===== config.mk =====
export PLATFORM = sky130hd
export DESIGN_NAME = ganesha_row_scanner
export DESIGN_NICKNAME = d
export VERILOG_FILES = /design/src/rtl/ganesha_pkg.sv /design/src/rtl/ganesha_row_piso.sv /design/src/rtl/ganesha_row_scanner.sv
export SDC_FILE = /design/constraint.sdc
export NUM_CORES = 1
export LEC_CHECK = 0
export BUFFER_PORTS_ARGS = -buffer_cell sky130_fd_sc_hd__buf_2
export CORE_MARGIN = 3
export CORE_UTILIZATION = 35
export DETAILED_ROUTE_END_ITERATION = 8
export PLACE_DENSITY = 0.59
export SLEW_MARGIN = 20
export SYNTH_ARGS = -nofsm -noshare
export SYNTH_HDL_FRONTEND = slang
export SYNTH_SLANG_ARGS = --single-unit
export TNS_END_PERCENT = 100

===== constraint.sdc =====
create_clock -name clk -period 4.6 [get_ports clk]
set_input_delay 0.23 -clock clk [delete_from_list [all_inputs] [get_ports clk]]
set_output_delay 0.23 -clock clk [all_outputs]
set_load 0.05 [all_outputs]

===== src/rtl/ganesha_pkg.sv =====
// ---------------------------------------------------------------------------
// ganesha_pkg
// Shared definitions for the Ganesha image ROM row scanner.
//   - Default geometry of the 32x64 Ganesha image ROM (address width, row
//     width, row count) and its default read latency.
//   - Scanner FSM state encoding.
//   - Helper that sizes the ROM latency counter.
// ---------------------------------------------------------------------------
package ganesha_pkg;

    localparam int GANESHA_ADDR_W  = 5;   // ROM address width
    localparam int GANESHA_DATA_W  = 64;  // pixels per ROM row
    localparam int GANESHA_ROWS    = 32;  // rows per frame
    localparam int GANESHA_ROM_LAT = 1;   // ROM read latency in cycles

    typedef enum logic [2:0] {
        IDLE  = 3'd0,
        FETCH = 3'd1,
        WAIT  = 3'd2,
        SHIFT = 3'd3,
        DONE  = 3'd4
    } scan_state_t;

    // Width of a counter that runs 0 .. lat-1 (at least one bit).
    function automatic int lat_cnt_w(input int lat);
        return (lat > 1) ? $clog2(lat) : 1;
    endfunction

endpackage


===== src/rtl/ganesha_row_piso.sv =====
// ---------------------------------------------------------------------------
// ganesha_row_piso
// Parallel-in / serial-out register for one ROM row. A load captures a full
// row and clears the column counter; each shift moves the row left by one so
// the MSB is always the current pixel, and advances the column. The column
// counter clears itself when the last column is shifted out, so it never
// wraps through an out-of-range value inside a frame.
//
// Ports
//   clk          in   1       rising-edge clock
//   rst_n        in   1       asynchronous active-low reset
//   i_load       in   1       capture i_load_data, col <= 0 (has priority)
//   i_load_data  in   DATA_W  row word from the ROM
//   i_shift      in   1       pixel handshake: shift left, col++
//   o_msb        out  1       current pixel (shift register MSB)
//   o_eol        out  1       current column is DATA_W-1
// ---------------------------------------------------------------------------
module ganesha_row_piso
    import ganesha_pkg::*;
#(
    parameter int DATA_W = GANESHA_DATA_W
) (
    input  logic              clk,
    input  logic              rst_n,
    input  logic              i_load,
    input  logic [DATA_W-1:0] i_load_data,
    input  logic              i_shift,
    output logic              o_msb,
    output logic              o_eol
);

    localparam int COL_W = $clog2(DATA_W);

    logic [DATA_W-1:0] r_shreg;
    logic [COL_W-1:0]  r_col;
    logic              w_eol;

    assign w_eol = (r_col == COL_W'(DATA_W - 1));

    // NOTE: sequential state is written with non-blocking assignments only,
    // so every register samples the pre-edge values of its neighbours.
    // NOTE: the row register is datapath, but it is cleared on reset anyway so
    // the pixel output is deterministic straight out of reset.
    always_ff @(posedge clk or negedge rst_n) begin
        if (!rst_n) begin
            r_shreg <= '0;
            r_col   <= '0;
        end else if (i_load) begin
            r_shreg <= i_load_data;
            r_col   <= '0;
        end else if (i_shift) begin
            r_shreg <= {r_shreg[DATA_W-2:0], 1'b0};
            r_col   <= w_eol ? '0 : r_col + COL_W'(1);
        end
    end

    assign o_msb = r_shreg[DATA_W-1];
    assign o_eol = w_eol;

endmodule


===== src/rtl/ganesha_row_scanner.sv =====
// ---------------------------------------------------------------------------
// ganesha_row_scanner
// Reads a frame out of the Ganesha image ROM one row at a time and streams it
// as single-bit pixels, MSB first, over a valid/ready interface.
//
// Flow per row: FETCH (rom_en pulse) -> WAIT (ROM_LAT cycles) -> SHIFT
// (DATA_W beats). After the last beat of a row the next row is fetched; after
// the last row a single DONE cycle pulses done and returns to IDLE. There is
// no prefetch, so a bubble of 1+ROM_LAT cycles separates consecutive rows.
//
// Ports
//   clk        in   1       rising-edge clock
//   rst_n      in   1       asynchronous active-low reset
//   start      in   1       frame request, honoured only in IDLE
//   busy       out  1       frame in progress (FETCH..DONE)
//   done       out  1       one-cycle pulse after the last pixel handshake
//   rom_en     out  1       ROM read enable, high only in FETCH
//   rom_addr   out  ADDR_W  ROM row address (0 while IDLE)
//   rom_data   in   DATA_W  ROM read data
//   pix_valid  out  1       pixel beat valid (SHIFT)
//   pix_ready  in   1       consumer ready; beat transfers on valid & ready
//   pix_data   out  1       current pixel
//   pix_eol    out  1       current beat is the last column of a row
//   pix_eof    out  1       current beat is the last column of the last row
// ---------------------------------------------------------------------------
module ganesha_row_scanner
    import ganesha_pkg::*;
#(
    parameter int ADDR_W  = GANESHA_ADDR_W,
    parameter int DATA_W  = GANESHA_DATA_W,
    parameter int ROWS    = GANESHA_ROWS,
    parameter int ROM_LAT = GANESHA_ROM_LAT
) (
    input  logic              clk,
    input  logic              rst_n,
    input  logic              start,
    output logic              busy,
    output logic              done,
    output logic              rom_en,
    output logic [ADDR_W-1:0] rom_addr,
    input  logic [DATA_W-1:0] rom_data,
    output logic              pix_valid,
    input  logic              pix_ready,
    output logic              pix_data,
    output logic              pix_eol,
    output logic              pix_eof
);

    localparam int LAT_W = lat_cnt_w(ROM_LAT);

    scan_state_t       r_state;
    scan_state_t       w_next_state;
    logic [ADDR_W-1:0] r_row;
    logic [LAT_W-1:0]  r_lat;

    logic w_lat_last;   // final WAIT cycle: ROM data is valid now
    logic w_last_row;   // current row is ROWS-1
    logic w_beat;       // pixel handshake this cycle
    logic w_row_end;    // handshake on the last column of the row
    logic w_load;       // capture rom_data into the PISO
    logic w_msb;
    logic w_eol;

    assign w_lat_last = (r_lat == LAT_W'(ROM_LAT - 1));
    assign w_last_row = (r_row == ADDR_W'(ROWS - 1));
    assign w_beat     = (r_state == SHIFT) && pix_ready;
    assign w_row_end  = w_beat && w_eol;
    assign w_load     = (r_state == WAIT) && w_lat_last;

    // -----------------------------------------------------------------------
    // Row shift register and column counter
    // -----------------------------------------------------------------------
    ganesha_row_piso #(
        .DATA_W (DATA_W)
    ) u_piso (
        .clk         (clk),
        .rst_n       (rst_n),
        .i_load      (w_load),
        .i_load_data (rom_data),
        .i_shift     (w_beat),
        .o_msb       (w_msb),
        .o_eol       (w_eol)
    );

    // -----------------------------------------------------------------------
    // FSM
    // -----------------------------------------------------------------------
    always_ff @(posedge clk or negedge rst_n) begin
        if (!rst_n) begin
            r_state <= IDLE;
        end else begin
            r_state <= w_next_state;
        end
    end

    // NOTE: the next state is defaulted before the case so every path assigns
    // it and no latch is inferred.
    always_comb begin
        w_next_state = r_state;
        case (r_state)
            IDLE: begin
                // start is looked at here only; elsewhere it is ignored.
                if (start) begin
                    w_next_state = FETCH;
                end
            end
            FETCH: begin
                w_next_state = WAIT;
            end
            WAIT: begin
                if (w_lat_last) begin
                    w_next_state = SHIFT;
                end
            end
            SHIFT: begin
                if (w_row_end) begin
                    w_next_state = w_last_row ? DONE : FETCH;
                end
            end
            DONE: begin
                w_next_state = IDLE;
            end
            default: begin
                w_next_state = IDLE;
            end
        endcase
    end

    // -----------------------------------------------------------------------
    // Row counter: advances on the last beat of a non-final row, returns to 0
    // in DONE, so a following frame always starts at row 0.
    // -----------------------------------------------------------------------
    always_ff @(posedge clk or negedge rst_n) begin
        if (!rst_n) begin
            r_row <= '0;
        end else if (r_state == DONE) begin
            r_row <= '0;
        end else if (w_row_end && !w_last_row) begin
            r_row <= r_row + ADDR_W'(1);
        end
    end

    // -----------------------------------------------------------------------
    // ROM latency counter: counts WAIT cycles, idles at 0 elsewhere.
    // -----------------------------------------------------------------------
    always_ff @(posedge clk or negedge rst_n) begin
        if (!rst_n) begin
            r_lat <= '0;
        end else if ((r_state == WAIT) && !w_lat_last) begin
            r_lat <= r_lat + LAT_W'(1);
        end else begin
            r_lat <= '0;
        end
    end

    // -----------------------------------------------------------------------
    // Outputs: decoded from registers only, so an asynchronous reset drives
    // them all to 0 immediately. Pixel fields are gated with valid so they
    // read 0 between rows.
    // -----------------------------------------------------------------------
    assign busy      = (r_state != IDLE);
    assign done      = (r_state == DONE);
    assign rom_en    = (r_state == FETCH);
    assign rom_addr  = (r_state == IDLE) ? '0 : r_row;
    assign pix_valid = (r_state == SHIFT);
    assign pix_data  = pix_valid && w_msb;
    assign pix_eol   = pix_valid && w_eol;
    assign pix_eof   = pix_eol && w_last_row;

endmodule

==> impl_results.md, run 1 <==
* Tmin final at 2.70 ns
* Die X at 107 um
* Switching Share at 0.354
* Core area at 9860 sq um
* Max-slew violations at 0
* Clock latency on the worst-skew pair at ~0.35 ns
* Reg-to-reg startpoint: r_state[0]
* Worst slack, placed at 1.93 ns
* Cells after Synth at 369
* CP Launch Type: flip-flop
* Full die area at 11400 sq um
* Clk slew on worst S/H paths at 0.08 ns
* FMAX at 370 MHz
* Nets at 509
* Setup bufs post-CTS at 0
* Crit path max-delay family: simple AND/OR/NAND/NOR gates
* Height of the die at 107 um
* Fill cells at 975
* H-tree levels at 3
* Hold EP: u_piso.r_shreg[26]
* Max-Cap Viols at 0
* Max stage delay on crit path at 0.88 ns
* DPL Wire Length at 5090 um
* Post-synthesis compound-gate area fraction at 0.147
* Critical Path Slowest Stage Cell: nor2_4
* Worst path required time at between 4 and 5 ns
* Reg power frac at 0.477
* Total clock sinks at approximately 80
* CTS Buffer Depth at 2
* Simple-Gate Fraction of Synth Area at 0.225
* Layout area overhead at 19.6%
* Final setup vio count at 0
* Asr flop ratio synth at 1.00
* Leak at between 2 and 2.5 nW
* Std-Cell Rows at 36
* Vias in the first global route at between 2000 and 3000
* Hold slack final at around 0.092 ns
* Clock skew at 0.0107 ns
* Share of cells above drive strength 1 at 0.240
* DRC violations left at 0
* Fin Setup TNS at 0 ns
* Internal at 1.49 mW
* Post-synthesis sequential area ratio at 0.554
* Routed WL per cell at 13.8 um
* Worst-path maximum fanout at 66
* Largest family of logic cells by synthesized area: simple AND/OR/NAND/NOR gates
* Quantity of I/O buffers inserted on ports at just under 80
* GP Congestion at 0.751
* Syn_nets at 440
* Post-synthesis cell area at 3570 sq um
* Cell Pwr Density at 541 nW/um^2
* Final wirelength at 7940 um
* Hold Vio Cnt, Final at 0
* Outcome: finished clean
* Cells on Worst Hold Path at 3
* Ys Warns at 0
* Post-synth top cells: nand2_1, dfrtp_1, a22oi_1, clkbuf_1, nor2_1
* Mux contribution to synthesized area at 0.0116
* Critical Path End Type: flip-flop
* Slew headroom at 0.316
* Post-synth top area cell: dfrtp_1
* Total global-route track usage at 0.145
* Clk root buf: clkbuf_8
* Global-route wire length before repair at approximately 13000 um
* Crit path kind: flip-flop to flip-flop
* Final worst path period share at 0.587
* Io pins at 80
* Drt initial violations at 164
* R2r worst-path depth at 5
* Initial antenna violation count at 0
* RSZ-0062 raised after global routing: no
* DR pass1 iterations at 4
* # diodes at 0
* Net Sw Power at between 0.8 and 0.9 mW
* Most numerous cell in the Yosys netlist: nand2_1
* Yosys cell types at 38
* R2r setup slk at 1.90 ns
* VDD IR max at 0.193 mV
* Synth Flop Type: dfrtp_1
* Hold crit path type: input pin to flip-flop
* CP bufs+invs at 2
* Synthesized-area fraction occupied by adder cells at 0.0105
* Synth area leaders: dfrtp_1, nand2_1, a22oi_1
* Worst slew pin tran at 1.02 ns
* Reg2Reg Capture Point: u_piso.r_shreg[17]
* Clock Power Share at 0.224
* Detail Route Antenna Nets at 0
* Share of the synthesized area in the top cell type at 0.554
* GRT overflow at 0
* Post-synthesis xor/xnor area fraction at 0.0147
* Worst Hold Launch: rom_data[26]
* Post-route design area at 4270 sq um
* Drt via density at 4.88
* Most used cell, CP: buf_4
* Worst Path Arrival at about 3 ns
* CTS buffer count at 9
* CTS tree: done
* Min setup slack post-route at around 1.9 ns
* Largest net degree at the start of global routing at 80
* Number of synthesized register bits at 79
* Logic gate share of total power at 0.298
* Effective utilization at floorplan at 0.362
* Synthesized area per cell at ~9.7 sq um
* Area after DPL at 4060 sq um
* Post-synth EDFFs at 0
* Via Count at approximately 2800
* Critical-path cell list: and4b_2 -> buf_4 -> nor2_4 -> buf_4 -> a221o_1
-- layout by cell type, fill, tap and decap left out, types with 2 or more instances in the layout --
master / n
nand2_1: 128
dfrtp_1: 79
buf_2: 78
a22oi_1: 60
nor2_1: 11
clkbuf_8: 11
nor3_1: 6
nor2b_1: 6
nand3_1: 5
a21oi_1: 4
xnor2_1: 4
and2_1: 3
and3_1: 3
inv_1: 3
nand2b_1: 3
mux2i_1: 3
ha_1: 3
clkinv_2: 3
buf_4: 3
o22ai_1: 2
nand4_1: 2
xor2_1: 2
-- timing repair --
item / in CTS / in global routing
hold endpoints to repair: 0 / 79
hold buffers: 0 / 1
resized for setup: 0 / 0
-- flip-flops by register name (all words and copies together) (netlist names) --
signal,count
u_piso.r_col,6
r_lat,1
r_row,5
r_state,3
u_piso.r_shreg,64
-- layer usage --
| layer | vias up | part of all wire | track usage | wire (um) |
|---|---|---|---|---|
| met3 | 8 | 0.045 | 0.0283 | 355 |
| li1 | 1401 | - | - | - |
| met4 | 0 | 0.012 | 0.0630 | 99 |
| met2 | 68 | 0.45 | 0.205 | 3570 |
| met1 | 1328 | 0.49 | 0.215 | 3910 |
| met5 | - | 0 | 0 | 0 |
-- through the flow --
| step | power (mW) | util | cells |
|---|---|---|---|
| 6_report | 2.31 | 0.433 | 575 |
| 5_1_grt | 2.49 | 0.433 | 575 |
| 4_1_cts | 2.34 | 0.431 | 574 |
| 3_5_place_dp | 1.81 | 0.411 | 559 |
| 3_3_place_gp | 1.79 | 0.411 | 559 |
| 2_1_floorplan | 1.63 | - | 369 |
-- cell type report --
type / count / area (sq um) / area share
tap: 133 / 166 / 0.0390
sequential: 79 / 1980 / 0.463
multi-input combinational: 262 / 1480 / 0.347
inverter: 3 / 11.3 / 0.00264
clock buffer: 11 / 151 / 0.0355
clock inverter: 4 / 45.0 / 0.0106
timing repair buffer: 83 / 434 / 0.102
-- worst register-to-register path, delay by kind of cell (launching register included) --
| family | cells | cell delay [ns] |
|---|---|---|
| AND/OR/NAND/NOR | 2 | 1.23 |
| buffers and inverters | 2 | 0.70 |
| flip-flops | 1 | 0.52 |
| AO/OA/AOI/OAI | 1 | 0.18 |
-- cell families after synthesis --
group,count (synthesis)
AND/OR/NAND/NOR,177
flip-flops,79
AO/OA/AOI/OAI,71
buffers and inverters,28
XOR/XNOR,6
multiplexers,4
adder cells (fa/ha/maj),3
other,1
-- power by group through the flow --
stage | clock network, mW | registers, mW | logic, mW
final | 0.518 | 1.10 | 0.689
after floorplan | 0 | 1.06 | 0.562
after detailed placement | 0 | 1.11 | 0.700
after global placement | 0 | 1.11 | 0.680
after global routing | 0.568 | 1.13 | 0.794
after CTS | 0.535 | 1.10 | 0.701
-- how the worst max path moves through the flow --
stage | from | end | slack [ns] | cells after the start
CTS | r_state[0] | u_piso.r_shreg[17] | 1.89 | 5
floorplan | r_row[0] | r_row[3] | 2.66 | 6
global route | r_state[2] | u_piso.r_shreg[17] | 1.69 | 5
global placement | r_state[2] | u_piso.r_shreg[17] | 2.00 | 5
detailed placement | r_state[2] | u_piso.r_shreg[17] | 1.93 | 5
finish | r_state[0] | u_piso.r_shreg[17] | 1.90 | 5
Note: power is estimated with default switching activity, not from simulation.
==> run 2: changes to the inputs <==
Settings changed: ABC_AREA set to 1, PLACE_DENSITY 0.59 to 0.58.
Clock period 4.6 ns to 2.6 ns, I/O delays scaled along.
==> impl_results.md, run 2 <==
* Outcome: finished clean
* Tmin final at 1.99 ns
* CP Launch Type: flip-flop
* GRT overflow at 0 (unchanged)
* Number of synthesized register bits at 79 (unchanged)
* Total clock sinks at 79 (unchanged)
* CTS tree: done
* H-tree levels at 3 (unchanged)
* Most frequent cells in the layout: nand2_1, dfrtp_1, buf_2
* Syn_nets at 519 (+18%)
* Detail Route Antenna Nets at 0 (unchanged)
* Initial antenna violation count at 0 (unchanged)
* Post-synthesis cell area at 3750 sq um (+5.2%)
* Biggest regs: u_piso.r_shreg x64, u_piso.r_col x6, r_row x5
* Critical Path End Type: primary output
* Critical path startpoint: u_piso.r_col[0]
* Synth area leaders: dfrtp_1, nand2_1, nand3_1
* Share of the synthesized area in the top cell type at 0.527 (-0.0273)
* Most numerous cell in the Yosys netlist: nand2_1
* Std-Cell Rows at 37 (+2.8%)
* Die X at 110 um (+2.4%)
* Nets at 613 (+20%)
* Clk root buf: clkbuf_8
* Share of cells above drive strength 1 at 0.196 (-0.0442)
* Final Core Density at 0.443 (+0.0108)
* Quantity of I/O buffers inserted on ports at 79 (unchanged)
* Fin Setup TNS at 0 ns (unchanged)
* Global-route wire length before repair at 14800 um (+12%)
* GR met1 Demand/Resource at 0.211 (-0.00445)
* CP bufs+invs at 2 (unchanged)
* Synthesized-area fraction occupied by adder cells at 0.0100 (-0.000519)
* Asr flop ratio synth at 1.00 (unchanged)
* Post-route design area at 4600 sq um (+7.7%)
* Total Power at 4.51 mW (+96%)
* CTS buffer count at 9 (unchanged)
* Clock skew at 0.00628 ns (-0.00446 ns)
* Setup bufs post-CTS at 0 (unchanged)
* Met3 usage in global routing at 0.0317 (+0.00341)
* Effective utilization at floorplan at 0.362 (about the same)
* Hold slack final at 0.00926 ns (-0.0825 ns)
* Max FFs per register at 64 (unchanged)
* Mux contribution to synthesized area at 0 (-0.0116)
* Area after DPL at 4170 sq um (+2.7%)
* Worst slew pin tran at 0.611 ns (-0.413 ns)
* Worst slack, placed at 0.763 ns (-1.17 ns)
* Slew headroom at 0.593 (+0.277)
* Post-synth EDFFs at 0 (unchanged)
* Max-slew violations at 0 (unchanged)
* DPL Wire Length at 5710 um (+12%)
* Most common cell after layout, fill and taps aside: nand2_1
* CTS Buffer Depth at 2 (unchanged)
* DR pass1 iterations at 4 (unchanged)
* Max-Cap Viols at 0 (unchanged)
* Cell Pwr Density at 982 nW/um^2 (+82%)
* Worst path required time at 2.47 ns (-2.41 ns)
* Cells after Synth at 448 (+21%)
* Yosys cell types at 25 (-34%)
* Post-synth top cells: nand2_1, dfrtp_1, nand3_1, inv_1, o211ai_1
* Full die area at 12000 sq um (+4.9%)
* Via Count at 3166 (+13%)
* Placed insts at 646 (+16%)
* Final wirelength at 8720 um (+9.9%)
* Critical Path Slowest Stage Cell: dfrtp_1
* Synthesized area per cell at 8.38 sq um (-13%)
* VDD IR max at 0.376 mV (+94%)
* Final setup vio count at 0 (unchanged)
* Leak at 2.30 nW (+3.9%)
* Critical-path cell list: ha_1 -> nand2_1 -> nor2_1 -> inv_1 -> nor2_1 -> buf_2
* Post-synthesis xor/xnor area fraction at 0.00933 (-0.00539)
* Post-synthesis sequential area ratio at 0.527 (-0.0273)
* Largest family of logic cells by synthesized area: simple AND/OR/NAND/NOR gates
* Worst-path maximum fanout at 5 (-92%)
* RSZ-0062 raised after global routing: no
* Crit path kind: flip-flop to primary output
* Routed WL per cell at 12.8 um (-7.5%)
* Total global-route track usage at 0.155 (+0.0101)
* Core area at 10400 sq um (+5.1%)
* Drt via density at 4.64 (-5.0%)
* Post-synthesis compound-gate area fraction at 0.0733 (-0.0736)
* Io pins at 80 (unchanged)
* Most used cell, CP: nor2_1
* Largest net degree at the start of global routing at 80 (unchanged)
* Drt initial violations at 210 (+28%)
* Height of the die at 110 um (+2.4%)
* Clock latency on the worst-skew pair at 0.35 ns (about the same)
* Met2 Use GR at 0.251 (+0.0465)
* Hold Vio Cnt, Final at 0 (unchanged)
* Fin cells at 683 (+19%)
* FMAX at 501 MHz
* Top reg by flops: u_piso.r_shreg
* DRC violations left at 0 (unchanged)
* Min setup slack post-route at 0.605 ns (-1.30 ns)
* Worst Path Arrival at 1.86 ns (-1.12 ns)
* Ys Warns at 0 (unchanged)
* Post-synth top area cell: dfrtp_1
* Max stage delay on crit path at 0.37 ns (-0.51 ns)
* Layout area overhead at 22.5%
* Reg-to-reg startpoint: r_state[2]
* Synth Flop Type: dfrtp_1
* Crit path max-delay family: simple AND/OR/NAND/NOR gates
* Vias in the first global route at 3166 (+18%)
* GP Congestion at 0.779 (+3.7%)
* Hold crit path type: input pin to flip-flop
* Final worst path period share at 0.767
* Most used routing layer: met2
* Clk slew on worst S/H paths at 0.08 ns (about the same)
* # diodes at 0 (unchanged)
* Simple-Gate Fraction of Synth Area at 0.293 (+0.0672)
* Worst Hold Launch: rom_data[29]
==> run 2: area by class of cell <==
type / instances / area, sq um
sequential: 79 / 1980
tap: 136 / 170
clock buffer: 9 / 124
clock inverter: 7 / 87.6
timing repair buffer: 102 / 633
inverter: 40 / 155
fill: 1080 / 5770
multi-input combinational: 310 / 1450
==> run 2: routing by layer <==
layer | vias up | share of wire
met2 | 61 | 0.48
met1 | 1486 | 0.47
met4 | 0 | 0.012
met5 | - | 0
li1 | 1610 | -
met3 | 9 | 0.038
==> run 2: path summary, 6_finish.rpt <==
path / endpoint / slack [ns] / depth (start not counted)
setup reg to reg: u_piso.r_shreg[35] / 0.79 / 7
max in group asynchronous: u_piso.r_shreg[21] / 1.71 / 3
min in group asynchronous: u_piso.r_shreg[50] / 0.29 / 2
hold / removal: u_piso.r_shreg[29] / 0.009 / 3
hold reg to reg: u_piso.r_shreg[46] / 0.49 / 2
setup / recovery: pix_eof / 0.61 / 6
==> run 2: cell families after synthesis <==
family	Yosys count
other cells	1
fa+ha+maj	3
compound gates	41
flops	79
buf+inv	59
simple gates	261
xor+xnor	4
==> run 2: worst register-to-register path: cells and delay by family (launching register included) <==
kind | cells | cell delay (ns)
buffers and inverters | 3 | 0.82
flip-flops | 1 | 0.41
AO/OA/AOI/OAI | 1 | 0.10
AND/OR/NAND/NOR | 3 | 0.42
==> run 2: timing repair <==
| action | 4_1_cts | 5_1_grt |
|---|---|---|
| hold endpoints to repair | 93 | 0 |
| hold buffers | 20 | 0 |
| gates resized for setup | 0 | 0 |
==> run 2: power by group <==
part,total [mW],leakage [nW],internal [mW],switching [mW]
combinational,1.55,1.19,0.539,1.01
sequential,1.98,1.00,1.73,0.256
clock,0.979,0.109,0.534,0.445
